File: src/rtl/slow_tick_pkg.sv
// Shared types and default constants for the slow-tick countdown timer.
package slow_tick_pkg;

    typedef enum logic [1:0] {
        ST_IDLE = 2'd0,
        ST_RUN  = 2'd1,
        ST_DONE = 2'd2
    } state_t;

    localparam int          CNT_W_DEFAULT     = 6;
    localparam int unsigned STALL_MAX_DEFAULT = 26'd60000000;

endpackage

File: src/rtl/sync_edge_detect.sv
// Synchronizes the divider's slow clock into the fast domain and produces a
// registered one-cycle rising-edge pulse plus a raw any-edge indication.
module sync_edge_detect #(
    parameter int SYNC_STAGES = 2
) (
    input  logic clock,
    input  logic reset_n,
    input  logic i_async,
    output logic o_rise,
    output logic o_toggle
);

    logic [SYNC_STAGES-1:0] r_sync;
    logic                   r_prev;
    logic                   r_rise;
    logic                   w_level;

    assign w_level = r_sync[SYNC_STAGES-1];

    always_ff @(posedge clock or negedge reset_n) begin
        if (!reset_n) begin
            r_sync <= '0;
            r_prev <= 1'b0;
            r_rise <= 1'b0;
        end else begin
            r_sync <= {r_sync[SYNC_STAGES-2:0], i_async};
            r_prev <= w_level;
            r_rise <= w_level & ~r_prev;
        end
    end

    assign o_rise   = r_rise;
    assign o_toggle = w_level ^ r_prev;

endmodule

File: src/rtl/slow_tick_timer.sv
// Converts slow_clk rising edges into fast-domain ticks and counts them down.
// Optional stall detection is built when SLOW_TICK_STALL_DETECT_EN is defined.
module slow_tick_timer
    import slow_tick_pkg::*;
#(
    parameter int          SYNC_STAGES = 2,
    parameter int          CNT_W       = CNT_W_DEFAULT,
    parameter int unsigned STALL_MAX   = STALL_MAX_DEFAULT
) (
    input  logic             clock,
    input  logic             reset_n,
    input  logic             slow_clk,
    input  logic             start,
    input  logic [CNT_W-1:0] load_val,
    input  logic             abort,
    output logic             tick,
    output logic             busy,
    output logic [CNT_W-1:0] remaining,
    output logic             expired,
    output logic             stall
);

    state_t             r_state;
    logic [CNT_W-1:0]   r_remaining;
    logic               r_busy;
    logic               r_expired;
    logic               w_tick;
    logic               w_toggle;

    sync_edge_detect #(
        .SYNC_STAGES(SYNC_STAGES)
    ) u_sync (
        .clock    (clock),
        .reset_n  (reset_n),
        .i_async  (slow_clk),
        .o_rise   (w_tick),
        .o_toggle (w_toggle)
    );

    // Priority is abort, then start, then tick; a start coincident with a tick reloads.
    always_ff @(posedge clock or negedge reset_n) begin
        if (!reset_n) begin
            r_state     <= ST_IDLE;
            r_remaining <= '0;
            r_busy      <= 1'b0;
            r_expired   <= 1'b0;
        end else if (abort && (r_state != ST_IDLE)) begin
            r_state     <= ST_IDLE;
            r_remaining <= '0;
            r_busy      <= 1'b0;
            r_expired   <= 1'b0;
        end else if (start) begin
            if (load_val != '0) begin
                r_state     <= ST_RUN;
                r_remaining <= load_val;
                r_busy      <= 1'b1;
                r_expired   <= 1'b0;
            end else begin
                r_state     <= ST_DONE;
                r_remaining <= '0;
                r_busy      <= 1'b0;
                r_expired   <= 1'b1;
            end
        end else begin
            case (r_state)
                ST_RUN: begin
                    if (w_tick) begin
                        if (r_remaining <= CNT_W'(1)) begin
                            r_state     <= ST_DONE;
                            r_remaining <= '0;
                            r_busy      <= 1'b0;
                            r_expired   <= 1'b1;
                        end else begin
                            r_remaining <= r_remaining - CNT_W'(1);
                        end
                    end
                end
                ST_DONE: begin
                    r_state   <= ST_IDLE;
                    r_busy    <= 1'b0;
                    r_expired <= 1'b0;
                end
                default: begin
                    r_state <= ST_IDLE;
                end
            endcase
        end
    end

    assign tick      = w_tick;
    assign busy      = r_busy;
    assign remaining = r_remaining;
    assign expired   = r_expired;

`ifdef SLOW_TICK_STALL_DETECT_EN
    localparam int unsigned AGE_W = $clog2(STALL_MAX + 1);

    logic [AGE_W-1:0] r_age;

    // Cycles since the last synchronized edge of either polarity, saturating.
    always_ff @(posedge clock or negedge reset_n) begin
        if (!reset_n) begin
            r_age <= '0;
        end else if (w_toggle) begin
            r_age <= '0;
        end else if (r_age != AGE_W'(STALL_MAX)) begin
            r_age <= r_age + AGE_W'(1);
        end
    end

    assign stall = (r_age == AGE_W'(STALL_MAX));
`else
    // Without the age counter stall is constant; the terms keep the inputs referenced.
    assign stall = 1'b0 & w_toggle & (STALL_MAX != 0);
`endif

endmodule

File: config.mk
export PLATFORM = sky130hd
export DESIGN_NAME = slow_tick_timer
export DESIGN_NICKNAME = d
export VERILOG_FILES = /design/src/rtl/slow_tick_pkg.sv /design/src/rtl/sync_edge_detect.sv /design/src/rtl/slow_tick_timer.sv
export SDC_FILE = /design/constraint.sdc
export NUM_CORES = 1
export LEC_CHECK = 0
export CAP_MARGIN = 5
export CORE_AREA = 2 2 47 49
export DETAILED_ROUTE_END_ITERATION = 6
export DIE_AREA = 0 0 49 51
export GPL_ROUTABILITY_DRIVEN = 0
export HOLD_SLACK_MARGIN = 0.08
export PLACE_DENSITY = 0.68
export SYNTH_ARGS = -nofsm -noshare
export SYNTH_HDL_FRONTEND = slang
export SYNTH_SLANG_ARGS = --single-unit
File: constraint.sdc
create_clock -name clock -period 1.7 [get_ports clock]
set_clock_uncertainty 0.2 [all_clocks]
set_input_delay 0.34 -clock clock [delete_from_list [all_inputs] [get_ports clock]]
set_output_delay 0.34 -clock clock [all_outputs]
set_load 0.01 [all_outputs]
==> results by stage, run 1 <==
Clock network:
- In this run, CTS created clock tree buffers numbering 3.
- The CTS tree is yes.
- The total clock sinks is 14.
- The tree is rooted in a clkbuf_4.
- In this run the deepest clock path goes through 2 buffers.
- The clock latency on the worst-skew pair is 0.29 ns.
- The clock slew at the register clock pins of the worst setup and hold paths is 0.09 ns.
- CTS built an H-tree with a depth of 1.
- For this design, the CTS-stage hold fixing added 0 buffers.

GRT:
- The via count of the first global-routing pass is 800.
- The first global-routing pass estimated 3.415 mm of wire.
- Global routing finished with a remaining overflow of 0.
- Entering global routing, the biggest net connects 15 pins.
- Global routing used 18.03% of the available tracks.
- The initial antenna violation count is 0.

Timing:
- The highest clock rate is 592.3 MHz.
- The hold violation count in the final report is 0.
- Setup violations remaining at the end of the flow were counted as 0.
- The final-layout setup total negative slack is 0 ns.
- The final worst-path setup slack is 0.01178 ns.
- Setup repair after global routing could not meet its margin everywhere.
- In the finished design, the share of the clock period the worst path needs comes to 99.31%.
- The smallest clock period supported by the final layout is computed as 1.688 ns.
- The count of final max-slew check failures came to 0.

Final layout:
- After the last flow step, the layout net total stands at 138.
- The number of antenna cells inserted is 0.
- The share of the core filled with cells is 63.49%.
- The total area of multi-input combinational cells is 524.3 um^2.
- Relative to the synthesized area, the layout overhead comes to 64.62%.
- The share of layout cells above drive strength 1 is 38.02%.
- The count of fill cells added during filler insertion is 169.
- The total area of sequential cells is 350.3 um^2.

Yosys:
- Summed over all instances, the cell type with the most area after synthesis is dfrtp_1.
- Synthesis handed over a netlist of 80 instances.
- The number of enable flip-flop cells after synthesis is 0.
- The register bit count reported by yosys is 14.
- In the synthesized netlist the async set-or-reset flop fraction comes to 100.0%.
- The mean area per synthesized cell is 9.947 um^2.
- Sequential elements use 44.03% of the synthesized area.
- The warning count from the yosys run is 0.
- The number of distinct library cells after synthesis is 34.
- The synthesized cell area is 795.8 um^2.
- The commonest register cell after synthesis is dfrtp_1.
- The top cell type by area accounts for 44.03% of the synthesized area.
- By area the synthesized netlist is led by dfrtp_1 (44%), ha_1 (7.9%), a21oi_1 (4.4%).
- Counting every net in the synthesized netlist gives 96.

Hold path:
- The path class of the tightest hold or removal check is input port to async pin.

Worst setup path:
- The maximum fanout along the worst path is 3.
- The nature of the critical path startpoint is a flip-flop.
- The total buffers and inverters traversed by the critical path is 4.
- In this design, the stage delay of the slowest critical-path cell is 0.41 ns.
- Data on the critical path arrives at its endpoint at 1.66 ns.
- The top cell family by delay on the critical path is compound AO/OA/AOI/OAI gates.
- The worst setup path is captured at a flip-flop.
- The critical path goes through buf_6, inv_4, ha_4, buf_4, inv_1, o41ai_1, a21oi_1.
- The largest individual stage delay along the critical path comes from the cell dfrtp_1.
- The worst setup path is of the flip-flop to flip-flop kind.
- STA puts the critical path data required time at 1.67 ns.

Floorplanning:
- The number of placement rows is 17.
- After floorplanning, the core was sized to cover 2063 um^2.
- In this run the vertical extent of the chip is 51 um.
- The die covers 2499 um^2.
- During I/O placement, the number of pins put on the boundary was 21.
- The horizontal extent of the die is 49 um.
- The initial utilization of the core area, before any placement, comes to 38.57%.

Outcome:
- The flow ran to the end, and the final reports show no timing, DRC or antenna violations.

Detailed routing:
- The overall routed net length is 2.097 mm.
- The iteration count of the initial detailed-routing pass is 4.
- The routed layout has 763 vias.
- The per-cell routed wire length is 14.07 um.
- The via density per instance is 5.121.
- The number of design-rule violations left by the first detailed-router iteration is 5.
- The count of nets left with antenna violations once routing finished came out at 0.
- In the routed design, unresolved DRC markers number 0.

Run:
- The reported max-cap violation count is 0.

Power:
- The total power draw is 1.041 mW.
- For this design the static power due to leakage is 0.5810 nW.
- The power density over the cells is 794.8 nW/um^2.
- VDD sags by at most 547.4 uV.

Placed design:
- Detailed placement ended at an HPWL of 1.402 mm.
- In this run the tool buffered the top-level ports with 19 buffer cells.
- The pre-CTS setup slack is -0.3694 ns.
## cell type report
cell class	count	area share (%)
multi-input cells	56	40.02
clock buffers	4	2.770
flip-flops and latches	14	26.74
inverters	7	2.197
well taps	28	2.674
repair buffers	40	25.60
## metrics by stage
step                      area, um^2  cells  hold slack, ns
after floorplan                799.5     80         -0.1556
after global placement          1122    139          0.1422
after detailed placement        1122    139          0.1411
after CTS                       1244    148          0.1409
after global routing            1310    149          0.1811
final                           1310    149          0.1430
## sequential cells by signal, summed over array words and instances, names as in the netlist
name,flops
busy,1
expired,1
r_state,2
remaining,6
u_sync.o_rise,1
u_sync.r_prev,1
u_sync.r_sync,2
## final timing paths
path                             startpoint                to  slack [ns]  cells past startpoint
min                                 reset_n      remaining[5]        0.14                      2
max in group asynchronous           reset_n     u_sync.r_prev        0.98                      2
max reg2reg                    remaining[0]      remaining[4]        0.01                      7
min reg2reg                u_sync.r_sync[0]  u_sync.r_sync[1]        0.17                      0
min in group clock         u_sync.r_sync[0]  u_sync.r_sync[1]        0.17                      0
max                            remaining[0]      remaining[4]        0.01                      7
## cell usage in the layout (no fill, tap or decap), drive strengths merged, types with 2 or more instances in the layout
cell type / netlist / routed
nand3: 4 / 4
clkbuf: 2 / 4
nand2: 3 / 3
clkdlybuf4s50: 0 / 6
a221oi: 2 / 2
o31ai: 2 / 2
nor2b: 2 / 2
nor2: 2 / 2
o21ai: 8 / 8
inv: 6 / 6
nor3: 3 / 3
dfrtp: 14 / 14
dlygate4sd2: 0 / 13
buf: 1 / 21
nand2b: 2 / 2
mux2i: 2 / 2
ha: 5 / 5
a21oi: 7 / 7
## synth_stat cells (2+ instances only)
cell type and n:
dfrtp_1 14, a21oi_1 7, o21ai_0 7, nand3_1 4
mux2i_1 2, nand2_1 3, a221oi_1 2, ha_1 5
clkbuf_1 2, inv_1 6, nor3_1 2, nor2_1 2
nand2b_1 2, nor2b_1 2
## where the power goes
part           leakage, nW  internal [mW]  switching, mW
sequential           0.171          0.368         0.0269
combinational        0.389          0.202          0.193
clock               0.0210          0.131          0.121
total                0.581          0.700          0.341
## per-layer routing
layer / GRT usage (%) / vias up / share of wire [%]
met5: 0 / - / 0
met4: 7.143 / 0 / 1.4
met3: 1.754 / 4 / 3.4
met2: 34.70 / 17 / 51
met1: 20.45 / 373 / 44
li1: - / 369 / -
## kinds of logic (layout without fill, tap and decap cells)
logic type                 after synthesis  count (layout)  synth area share [%]
adders and majority gates                5               5                 7.862
muxes                                    2               2                 2.516
DFF                                     14              14                 44.03
buffers and inverters                   10              51                 5.189
and+or+nand+nor                         21              21                 16.35
other                                    1               1                0.4712
xor gates and xnor gates                 1               1                 1.101
AOI/OAI and AO/OA                       26              26                 22.49
## worst register-to-register path, stage by stage, from the launching register on
cell and delay, ns:
dfrtp_1 0.41, buf_6 0.14, inv_4 0.06, ha_4 0.13, buf_4 0.11, inv_1 0.06, o41ai_1 0.35, a21oi_1 0.11
## timing repair
item	4_1_cts	5_1_grt
endpoints found under the setup margin	12	10
gates resized for setup	24	15
pin swaps	8	11
setup buffers	5	1
Power figures use the tool's default switching activity.
==> inputs of run 2 (changes only) <==
RECOVER_POWER = 50   (was unset)
==> results by stage, run 2 (synthesized netlist as in run 1, its figures left out) <==
Placed design:
- The pre-CTS setup slack came to -0.3694 ns (unchanged).
- The number of input and output port buffers inserted is 19 (unchanged).
- The HPWL reported at the end of detailed placement was 1.402 mm (unchanged).

Power:
- The power share of the sequential group came to 37.9% (about the same).
- The total power draw is 1.041 mW (about the same).
- The leakage power is 0.5779 nW (-0.53%).
- The peak supply drop is 547.1 uV (about the same).
- The combinational power share came to 37.8% (-0.2 points).
- The power density over the cells came to 796.8 nW/um^2 (+0.25%).
- The net switching component of the power is 0.3424 mW (+0.48%).
- The internal portion of total power is 0.6984 mW (-0.29%).
- The switching part of the total is 32.90% (+0.17 points).
- The part of the total power dissipated in the clock network is 24.3% (+0.2 points).

Timing:
- In this run the tightest slew margin relative to its limit is 47.26%.
- The final worst-path setup slack is 0.01374 ns (+0.001964 ns).
- The number of failing setup endpoints in the final timing report is 0 (unchanged).
- Setup repair after global routing could not meet its margin everywhere.
- The highest clock rate is 593.0 MHz (+0.12%).
- The minimum clock period after layout is 1.686 ns (-0.001964 ns).
- The count of final max-slew check failures came to 0 (unchanged).
- The pin slew with the least headroom to its limit is 0.7911 ns.
- The hold violation count in the final report is 0 (unchanged).
- The fraction of the cycle the final worst path needs is 99.19% (-0.12 points).

Floorplanning:
- The die area came to 2499 um^2 (unchanged).
- The standard cell core area is 2063 um^2 (unchanged).
- The horizontal extent of the die is 49 um (unchanged).
- The number of placement rows is 17 (unchanged).
- The starting density of the core is 38.57% (unchanged).
- The height of the chip is 51 um (unchanged).
- The number of I/O pins is 21 (unchanged).

Detailed routing:
- The iteration count of the initial detailed-routing pass is 4 (unchanged).
- The remaining number of nets flagged by the antenna check after routing was 0 (unchanged).
- The met2 wirelength from detailed routing was 1.082 mm (+1.0%).
- The via density per instance is 5.174 (+1.0%).
- The via count is 771 (+1.0%).
- The per-cell routed wire length is 14.07 um (about the same).
- The met3 routed wirelength is 98 um (+36%).
- The overall routed net length is 2.096 mm (about the same).
- The number of design rule violations left after detail routing is 0 (unchanged).
- The highest routed metal layer is met4.
- The routed length on met1 is 887 um (-3.9%).
- The number of design-rule violations left by the first detailed-router iteration is 5 (unchanged).

GRT:
- The remaining global-route overflow is 0 (unchanged).
- The via count of the first global-routing pass is 800 (unchanged).
- The largest net degree at the start of global routing is 15 (unchanged).
- The initial antenna violation count came to 0 (unchanged).
- The global-route wire length before repair is 3.415 mm (unchanged).
- The aggregate global-route resource usage is 18.03% (unchanged).

Final layout:
- The number of antenna cells inserted came to 0 (unchanged).
- The number of nets in the layout came to 138 (unchanged).
- The share of layout cells above drive strength 1 came to 37.19% (-0.83 points).
- The number of flip-flops under the largest register name was 6 (unchanged).
- The library cells used most frequently in the layout, excluding fill and tap cells, are buf_4 (19), dfrtp_1 (14), dlygate4sd2_1 (13).
- The layout-stage area growth over the synthesis result is 64.15%.
- The library cell used most frequently in the layout, excluding fill and tap cells, is buf_4.

Clock network:
- The root cell of the clock tree is clkbuf_4.
- The total clock sinks came to 14 (unchanged).
- TritonCTS built the clock tree.
- The number of buffers created by CTS is 3 (unchanged).
- The total number of H-tree levels came to 1 (unchanged).
- The maximum number of buffers from clock root to sink is 2 (unchanged).
- The number of buffers added to fix hold violations after cts is 0 (unchanged).
- The clock latency on the worst-skew pair is 0.29 ns (about the same).
- The clock slew at the register clock pins of the worst setup and hold paths came to 0.09 ns (about the same).

Run:
- The reported max-cap violation count is 0 (unchanged).

Worst setup path:
- The maximum fanout along the worst path is 3 (unchanged).
- The first element of the critical path is remaining[0].
- The critical path is of the flip-flop to flip-flop type.
- The data required time at the worst endpoint is 1.67 ns (about the same).
- The data arrival time of the critical path came to 1.66 ns (about the same).
- The startpoint of the lowest-slack register-to-register path is remaining[0].
- STA classifies the critical path endpoint as a flip-flop.
- The worst setup path is launched from a flip-flop.

Hold path:
- The hold path startpoint is u_sync.r_sync[0].
- The classification of the worst-slack hold path is flip-flop to flip-flop.

Outcome:
- The flow ran to the end, and the final reports show no timing, DRC or antenna violations.
run 2: cell types whose count changed in the layout (fill, tap and decap cells not counted), sizes merged:
| cell | change |
|---|---|
| clkdlybuf4s50 | -2 |
| dlygate4sd3 | +2 |
| buf | -1 |
| clkbuf | +1 |
run 2: critical path, cell delays in order, from the launching register on:
cell and delay [ns]:
dfrtp_1 0.41, buf_6 0.14, inv_4 0.06, ha_4 0.12, buf_4 0.11, inv_1 0.06
o41ai_1 0.35, a21oi_1 0.11
run 2: power by group through the flow:
stage                     Combinational (mW)  Sequential [mW]  Clock, mW
final                                  0.393            0.394      0.253
after global routing                   0.429            0.400      0.267
after CTS                              0.358            0.391      0.258
after detailed placement               0.317            0.403          0
after global placement                 0.313            0.402          0
after floorplan                        0.132            0.420          0
run 2: final timing paths:
check,endpoint,slack (ns),cells past startpoint
worst min-delay path,u_sync.r_sync[1],0.18,0
max in group asynchronous,r_state[1],0.38,2
worst max-delay path,remaining[4],0.01,7
min in group asynchronous,remaining[5],0.43,2
worst max register to register,remaining[4],0.01,7
worst min register to register,u_sync.r_sync[1],0.18,0
run 2: timing repair:
action / in CTS / in global routing
gates cloned: 0 / 0
gates resized for setup: 24 / 15
pin swaps: 8 / 11
setup endpoints to repair: 12 / 10
buffers inserted: 5 / 1
run 2: area by class of cell:
type / instances / area, um^2
multi-input combinational: 56 / 524.3
timing repair buffer: 40 / 331.6
clock buffer: 4 / 36.28
sequential: 14 / 350.3
tap: 28 / 35.03
inverter: 7 / 28.78
fill: 171 / 757.0
run 2: metal layers:
metal,vias up,track usage [%]
met2,25,34.70
li1,370,-
met5,-,0
met4,0,7.143
met3,4,1.754
met1,372,20.45
run 2: through the flow:
step           utilization (%)  hold slack, ns  std cells  setup TNS [ns]  instance area, um^2
2_1_floorplan                -         -0.1556         80       -0.004398                799.5
3_3_place_gp             54.40          0.1422        139          -1.507                 1122
3_5_place_dp             54.40          0.1411        139          -1.648                 1122
4_1_cts                  60.28          0.1409        148        -0.02841                 1244
5_1_grt                  63.31          0.1861        149         -0.1385                 1306
6_report                 63.31          0.1757        149               0                 1306
==> inputs of run 3 (changes only) <==
PLACE_DENSITY = unset   (was 0.68)
PLACE_DENSITY_LB_ADDON = 0.1   (was unset)
==> results by stage, run 3 (synthesized netlist as in run 1, its figures left out) <==
Worst setup path:
- The maximum fanout along the worst path is 4 (+1).
- The worst register-to-register path begins at remaining[2].
- The worst setup path is launched from a flip-flop.
- In this run the worst setup path begins at remaining[1].
- The startpoint-to-endpoint class of the critical path is flip-flop to output port.
- The data arrival time of the critical path is 1.10 ns (-0.56 ns).
- The data required time at the worst endpoint was 1.16 ns (-0.51 ns).
- STA classifies the critical path endpoint as an output port.

Floorplanning:
- The die area is 2499 um^2 (unchanged).
- The height of the chip is 51 um (unchanged).
- The standard cell core area was 2063 um^2 (unchanged).
- The starting density of the core is 38.57% (unchanged).
- The number of placement rows is 17 (unchanged).
- The number of I/O pins is 21 (unchanged).
- The horizontal extent of the die was 49 um (unchanged).

Final layout:
- From synthesis to final layout, the design area changed by 58.49%.
- The share of layout cells above drive strength 1 came to 35.29% (-1.9 points).
- The share of the core filled with cells is 61.13% (-2.2 points).
- The library cells used most frequently in the layout, excluding fill and tap cells, are buf_4 (18), dfrtp_1 (14), dlygate4sd2_1 (13).
- The number of antenna cells inserted is 0 (unchanged).
- The count of fill cells added during filler insertion is 189 (+11%).
- The number of flip-flops under the largest register name is 6 (unchanged).
- The most frequent standard cell in the layout excluding fill and tap cells is buf_4.
- The number of nets in the layout came to 136 (-1.4%).

Clock network:
- TritonCTS built the clock tree.
- The clock slew at the register clock pins of the worst setup and hold paths is 0.08 ns (about the same).
- The maximum number of buffers from clock root to sink came to 2 (unchanged).
- The clock latency on the worst-skew pair is 0.28 ns (about the same).
- The total number of H-tree levels is 1 (unchanged).
- The total clock sinks is 14 (unchanged).
- The number of buffers created by CTS was 3 (unchanged).
- The root cell of the clock tree is clkbuf_4.
- The number of buffers added to fix hold violations after cts came to 0 (unchanged).

Timing:
- The headroom to the max-slew limit is 50.02% (+2.8 points).
- The minimum clock period after layout is 1.636 ns (-0.05074 ns).
- The final-layout setup total negative slack is 0 ns (unchanged).
- The pin slew with the least headroom to its limit was 0.7497 ns (-0.04133 ns).
- The final worst-path setup slack came to 0.06448 ns (+0.05074 ns).
- Setup repair after global routing could not meet its margin everywhere.
- The highest clock rate is 611.4 MHz (+3.1%).
- The hold violation count in the final report was 0 (unchanged).
- The fraction of the cycle the final worst path needs was 96.21% (-3.0 points).
- The number of failing setup endpoints in the final timing report was 0 (unchanged).
- The count of final max-slew check failures is 0 (unchanged).

Detailed routing:
- The number of design rule violations left after detail routing is 0 (unchanged).
- The iteration count of the initial detailed-routing pass was 4 (unchanged).
- The overall routed net length is 1.888 mm (-9.9%).
- The number of design-rule violations left by the first detailed-router iteration is 8 (+3).
- The per-cell routed wire length is 12.84 um (-8.7%).
- The remaining number of nets flagged by the antenna check after routing was 0 (unchanged).
- The via density per instance was 4.952 (-4.3%).
- The via count came to 728 (-5.6%).

GRT:
- The largest net degree at the start of global routing is 15 (unchanged).
- The global-route wire length before repair is 3.305 mm (-3.2%).
- The remaining global-route overflow is 0 (unchanged).
- The initial antenna violation count is 0 (unchanged).
- The via count of the first global-routing pass came to 745 (-6.9%).
- The aggregate global-route resource usage is 17.67% (-0.36 points).

Power:
- The peak supply drop was 505.0 uV (-7.7%).
- The leakage power is 0.5524 nW (-4.4%).
- The power density over the cells is 786.9 nW/um^2 (-1.2%).

Hold path:
- The worst hold path begins at u_sync.r_sync[0].
- The classification of the worst-slack hold path is flip-flop to flip-flop.

Run:
- The reported max-cap violation count was 0 (unchanged).

Placed design:
- The pre-CTS setup slack is -0.3911 ns (-0.02174 ns).
- The number of input and output port buffers inserted was 19 (unchanged).
- The HPWL reported at the end of detailed placement was 1.436 mm (+2.5%).

Outcome:
- The flow ran to the end, and the final reports show no timing, DRC or antenna violations.
run 3: path summary, 6_finish.rpt:
path                                    end  slack, ns  cells past startpoint
max                            remaining[1]       0.06                      2
min                        u_sync.r_sync[1]       0.16                      0
max reg2reg                    remaining[3]       0.08                      5
min reg2reg                u_sync.r_sync[1]       0.16                      0
max in group asynchronous     u_sync.o_rise       0.40                      2
min in group asynchronous      remaining[5]       0.43                      2
run 3: critical path, stage by stage, from the launching register on:
cell and delay [ns]:
dfrtp_1 0.39, buf_4 0.16, dlygate4sd2_1 0.28
run 3: timing repair:
| action | CTS | global route |
|---|---|---|
| pin swaps | 5 | 9 |
| setup buffers | 5 | 3 |
| hold endpoints to repair | 0 | 0 |
| setup endpoints to repair | 15 | 9 |
| gates resized for setup | 19 | 14 |
run 3: area by class of cell:
type                       instances  area, um^2  share of cell area, %
clock buffer                       4       36.28                  2.877
timing repair buffer              38       312.8                  24.80
inverter                           7       26.28                  2.083
sequential                        14       350.3                  27.78
tap                               28       35.03                  2.778
multi-input combinational         56       500.5                  39.68
run 3: routing by layer:
| metal | track usage (%) | wire, um | vias to the layer above |
|---|---|---|---|
| li1 | - | - | 367 |
| met1 | 21.08 | 820 | 345 |
| met2 | 30.82 | 989 | 14 |
| met3 | 3.216 | 64 | 2 |
| met4 | 8.571 | 13 | 0 |
| met5 | 0 | 0 | - |
run 3: power breakdown:
part	internal [mW]	switching [mW]
clock network	0.130	0.105
logic	0.186	0.171
registers	0.368	0.0321
total	0.684	0.309
run 3: through the flow:
step | instance area (um^2) | power [mW] | instances | hold WS [ns]
2_1_floorplan | 799.5 | 0.5522 | 80 | -0.1556
3_3_place_gp | 1107 | 0.7120 | 137 | 0.1381
3_5_place_dp | 1107 | 0.7160 | 137 | 0.1458
4_1_cts | 1197 | 0.9746 | 146 | 0.1629
5_1_grt | 1261 | 1.057 | 147 | 0.1774
6_report | 1261 | 0.9924 | 147 | 0.1617
==> RTL change 1 (flow settings as in run 3) <==
Re-encode `state_t` (3 states) as one-hot, 3 bits wide.
--- a/src/rtl/slow_tick_pkg.sv
+++ b/src/rtl/slow_tick_pkg.sv
@@ -1,10 +1,10 @@
 // Shared types and default constants for the slow-tick countdown timer.
 package slow_tick_pkg;
 
-    typedef enum logic [1:0] {
-        ST_IDLE = 2'd0,
-        ST_RUN  = 2'd1,
-        ST_DONE = 2'd2
+    typedef enum logic [2:0] {
+        ST_IDLE = 3'b001,
+        ST_RUN  = 3'b010,
+        ST_DONE = 3'b100
     } state_t;
 
     localparam int          CNT_W_DEFAULT     = 6;
Check against the original RTL: no difference found for any inputs over 10 cycles, from zero or initial values and one cycle with reset_n low; not proved beyond that.
==> RTL change 1 against run 3 <==
- the run now ends with negative setup slack left
- clock power fell by 13%
- sequential cell count is 1 higher
- sequential share of layout area is 0.77 points higher
- final area is 5.0% higher
- total power increased by 21%
- area after synthesis rose by 0.47%
- routed wire length rose by 9.9%
- worst hold slack improved by 0.0014 ns
- worst setup slack worse by 0.28 ns
- largest cell class is now non-clock buffers
==> RTL change 1: results (changes against run 3) <==
Logic synthesis:
- The post-synthesis instance total is 78 (was 80).
- The xor/xnor cell area share of the yosys netlist was 2.19% (was 1.10%).
- The mux cell area share after synthesis came to 0% (was 2.52%).
- The count of state elements after synthesis is 15 (was 14).
- The number of distinct library cells after synthesis is 33 (was 34).
- The cell area after synthesis is 800 um2 (was 796 um2).
- Leading cell types by total area after synthesis: sky130_fd_sc_hd__dfrtp_1 44%, sky130_fd_sc_hd__a21o_1 3.8%, sky130_fd_sc_hd__a22oi_1 3.8% (was sky130_fd_sc_hd__dfrtp_1 44%, sky130_fd_sc_hd__ha_1 7.9%, sky130_fd_sc_hd__a21oi_1 4.4%).
- Top cells by instance count after synthesis: 14 x sky130_fd_sc_hd__dfrtp_1, 7 x sky130_fd_sc_hd__nand2_1, 6 x sky130_fd_sc_hd__nor2_1 (was 14 x sky130_fd_sc_hd__dfrtp_1, 7 x sky130_fd_sc_hd__a21oi_1, 7 x sky130_fd_sc_hd__o21ai_0).
- The area share of fa/ha/maj cells after synthesis came to 3.13% (was 7.86%).
- The sequential fraction of the synthesis area came to 47.1% (was 44.0%).

Clock tree:
- The clock slew at the register clock pins of the worst setup and hold paths was 0.10 ns (was 0.08 ns).
- The number of gates resized after cts is 13 (was 19).
- The count of buffers added by post-CTS timing repair for setup is 8 (was 5).

Cells and area:
- The layout clock buffer count is 3 (was 4).
- The footprint of the multi-input gates is 434 um2 (was 500 um2).
- The portion of the layout cell area used by clock cells is 2.08% (was 2.88%).
- The register fraction of the total cell area is 28.5% (was 27.8%).
- The multi-input combinational gate total is 57 (was 56).
- The filler-free cell count of the finished design is 157 (was 147).

STA:
- The final total negative setup slack was -0.935 ns (was 0 ns).
- The final critical-path setup slack came to -0.220 ns (was 0.0645 ns).
- The final-report setup violation count came to 9 (was 0).

Global route:
- The pin count of the biggest net entering global routing is 16 (was 15).
- The via count of the first global-routing pass came to 848 (was 745).

Routing:
- The routed via count divided by cell count is 4.99 (was 4.95).

Critical path:
- The critical path startpoint is r_state[0]$_DFFE_PN1P_ (was remaining[1]$_DFFE_PN0P_).
- The depth of the worst register-to-register path is 4 (was 5).
- The arrival time reported for the critical path endpoint is 1.93 ns (was 1.10 ns).
- The slowest cell on the critical path is sky130_fd_sc_hd__or4b_4 (was sky130_fd_sc_hd__dfrtp_1).

Status:
- Outcome: finished with violations (was finished, final reports clean).
- The final reports fail on negative setup slack.

Placement:
- The worst slack at placement is -0.641 ns (was -0.391 ns).
- The placed instance area is 1200 um2 (was 1110 um2).

Power and ir drop:
- The worst-case vdd ir drop is 0.539 mV (was 0.505 mV).
RTL change 1: cell types whose count changed after synthesis, sizes merged, moves of 4 or more:
cell / run 3 / this run
a22oi: 0 / 4
a21oi: 7 / 2
nand3: 4 / 0
a21o: 0 / 4
nand2: 3 / 7
o21ai: 8 / 3
nor2: 2 / 6
RTL change 1: worst max-delay path, delay by kind of cell, from the launching register on:
kind            cells  cell delay [ns]
compound gates      3             0.75
simple gates        1             0.52
flops               1             0.38
RTL change 1: power groups by stage:
stage	Combinational, mW	Sequential [mW]	Clock (mW)
floorplan	0.197	0.474	0
global placement	0.490	0.447	0
detailed placement	0.495	0.448	0
CTS	0.539	0.431	0.214
global route	0.608	0.437	0.233
finish	0.561	0.431	0.205
RTL change 1: metal layers:
metal,routed length [um],vias to the layer above,GRT usage (%)
li1,-,385,-
met1,909,373,22.7
met2,1040,20,33.6
met3,81,6,2.92
met4,43,0,10.0
met5,0,-,0
==> RTL change 2 (settings of run 3) <==
Made on the original files. `SYNC_STAGES` is set to 2 in 2 places; all go to 4.
--- a/src/rtl/sync_edge_detect.sv
+++ b/src/rtl/sync_edge_detect.sv
@@ -1,7 +1,7 @@
 // Synchronizes the divider's slow clock into the fast domain and produces a
 // registered one-cycle rising-edge pulse plus a raw any-edge indication.
 module sync_edge_detect #(
-    parameter int SYNC_STAGES = 2
+    parameter int SYNC_STAGES = 4
 ) (
     input  logic clock,
     input  logic reset_n,
--- a/src/rtl/slow_tick_timer.sv
+++ b/src/rtl/slow_tick_timer.sv
@@ -3,7 +3,7 @@
 module slow_tick_timer
     import slow_tick_pkg::*;
 #(
-    parameter int          SYNC_STAGES = 2,
+    parameter int          SYNC_STAGES = 4,
     parameter int          CNT_W       = CNT_W_DEFAULT,
     parameter int unsigned STALL_MAX   = STALL_MAX_DEFAULT
 ) (
Check against the original RTL: not equivalent (a bounded check fails within 4 cycles, from zero or initial values and one cycle with reset_n low).
==> RTL change 2 against run 3 <==
- the run now ends with negative setup slack left
- fmax fell by 7.9%
- total power rose by 6.2%
- final area grew 6.8%
- area after synthesis increased by 6.9%
- routed wire length increased by 15%
- die area did not move
- worst setup slack got worse by 0.14 ns
- largest power group unchanged
- sequential share of layout area grew 2.2 points
- combinational power up 2%
- sequential cell count up 2
==> RTL change 2: results (changes against run 3) <==
Status:
- Outcome: finished with violations (was finished, final reports clean).
- The checks that failed: negative setup slack.

Critical path:
- The cell family with the largest share of critical-path delay is simple AND/OR/NAND/NOR gates (was buffers and inverters).
- The highest net fanout along the worst path is 3 (was 4).
- The arrival time reported for the critical path endpoint is 1.78 ns (was 1.10 ns).

Global route:
- The pin count of the biggest net entering global routing came to 17 (was 15).
- The via count of the first global-routing pass is 783 (was 745).
- The global router's overall resource usage is 19.7% (was 17.7%).
- The global-route wire length before repair is 3630 um (was 3310 um).

Logic synthesis:
- The sequential fraction of the synthesis area is 47.1% (was 44.0%).
- The portion of synthesized cell area occupied by the leading cell type was 47.1% (was 44.0%).
- The post-synth net total is 101 (was 96).
- The synthesized area per cell is 10.0 um2 (was 9.95 um2).
- The number of distinct library cells after synthesis is 28 (was 34).
- Top cells by instance count after synthesis: 16 x sky130_fd_sc_hd__dfrtp_1, 11 x sky130_fd_sc_hd__a21oi_1, 6 x sky130_fd_sc_hd__o21ai_0 (was 14 x sky130_fd_sc_hd__dfrtp_1, 7 x sky130_fd_sc_hd__a21oi_1, 7 x sky130_fd_sc_hd__o21ai_0).
- Leading cell types by total area after synthesis: sky130_fd_sc_hd__dfrtp_1 47%, sky130_fd_sc_hd__ha_1 7.4%, sky130_fd_sc_hd__a21oi_1 6.5% (was sky130_fd_sc_hd__dfrtp_1 44%, sky130_fd_sc_hd__ha_1 7.9%, sky130_fd_sc_hd__a21oi_1 4.4%).

Routing:
- The detailed router's first-iteration violation count is 14 (was 8).
- The average wire per standard cell is 13.7 um (was 12.8 um).
- The final wirelength is 2160 um (was 1890 um).
- The routed via count divided by cell count is 4.94 (was 4.95).

Cells and area:
- The ratio of cells with drive above 1 in the final layout is 34.6% (was 35.3%).
- The number of nets in the finished design is 147 (was 136).

Placement:
- The detailed-placement wirelength estimate is 1610 um (was 1440 um).
- The placed instance area came to 1240 um2 (was 1110 um2).
- The worst slack at placement is -0.157 ns (was -0.391 ns).
- The count of buffers from port buffering is 19 (unchanged).

Power and ir drop:
- The worst-case vdd ir drop is 0.710 mV (was 0.505 mV).
- The net switching share of the total power is 29.7% (was 31.1%).

STA:
- The final critical-path setup slack is -0.0753 ns (was 0.0645 ns).
- The headroom to the max-slew limit is 43.5% (was 50.0%).
- The worst hold slack is 0.165 ns (was 0.162 ns).
- The final-report setup violation count is 2 (was 0).
- The final total negative setup slack came to -0.125 ns (was 0 ns).
RTL change 2: changes by cell type in the layout (fill, tap and decap cells not counted), moves of 3 or more:
| cell | change |
|---|---|
| sky130_fd_sc_hd__a21oi_1 | +4 |
| sky130_fd_sc_hd__buf_4 | +4 |
| sky130_fd_sc_hd__clkdlybuf4s15_1 | +3 |
| sky130_fd_sc_hd__clkdlybuf4s50_1 | +4 |
| sky130_fd_sc_hd__dfrtp_2 | +3 |
| sky130_fd_sc_hd__dlygate4sd2_1 | -8 |
| sky130_fd_sc_hd__nor2_1 | +3 |
RTL change 2: cells by family (layout without fill, tap and decap cells):
group | count (synthesis) | in the layout | synth area share (%)
adders and majority gates | 5 | 5 | 7.35
and+or+nand+nor | 29 | 29 | 20.4
buffers and inverters | 7 | 52 | 3.53
muxes | 2 | 2 | 2.35
AOI/OAI and AO/OA | 24 | 24 | 17.8
DFF | 16 | 16 | 47.1
other | 1 | 1 | 0.441
xor gates and xnor gates | 1 | 1 | 1.03
RTL change 2: per-layer routing:
layer	share of wire, %	vias up	GRT usage [%]
li1	-	396	-
met1	46	364	24.4
met2	49	17	33.6
met3	3.5	4	3.22
met4	1.4	0	10.0
met5	0	-	0
RTL change 2: repair_timing:
action / 4_1_cts / 5_1_grt
buffers inserted: 3 / 1
endpoints found under the setup margin: 14 / 9
hold buffers: 0 / 0
gates resized for setup: 19 / 7
pin swaps: 6 / 7
cloned: 0 / 0
RTL change 2: layout make-up:
| cell class | instances | area, um2 | area share, % |
|---|---|---|---|
| multi-input cells | 62 | 494 | 36.7 |
| flip-flops and latches | 16 | 404 | 30.0 |
| repair buffers | 43 | 359 | 26.6 |
| clock buffers | 4 | 36.3 | 2.69 |
| well taps | 28 | 35.0 | 2.60 |
| inverters | 5 | 18.8 | 1.39 |
RTL change 2: power by group through the flow:
stage                     clock, mW  combinational (mW)  sequential [mW]
after floorplan                   0               0.127            0.474
after global routing          0.269               0.404            0.448
after detailed placement          0               0.333            0.453
after CTS                     0.256               0.353            0.443
final                         0.248               0.363            0.443
after global placement            0               0.328            0.452
RTL change 2: worst paths after layout:
path / to / startpoint / cells past startpoint
setup / recovery: expired$_DFFE_PN0P_ / remaining[5]$_DFFE_PN0P_ / 5
max in group asynchronous: remaining[4]$_DFFE_PN0P_ / reset_n / 2
min in group asynchronous: expired$_DFFE_PN0P_ / reset_n / 2
setup reg to reg: expired$_DFFE_PN0P_ / remaining[5]$_DFFE_PN0P_ / 5
hold / removal: u_sync.r_sync[3]$_DFF_PN0_ / u_sync.r_sync[2]$_DFF_PN0_ / 0
hold reg to reg: u_sync.r_sync[3]$_DFF_PN0_ / u_sync.r_sync[2]$_DFF_PN0_ / 0
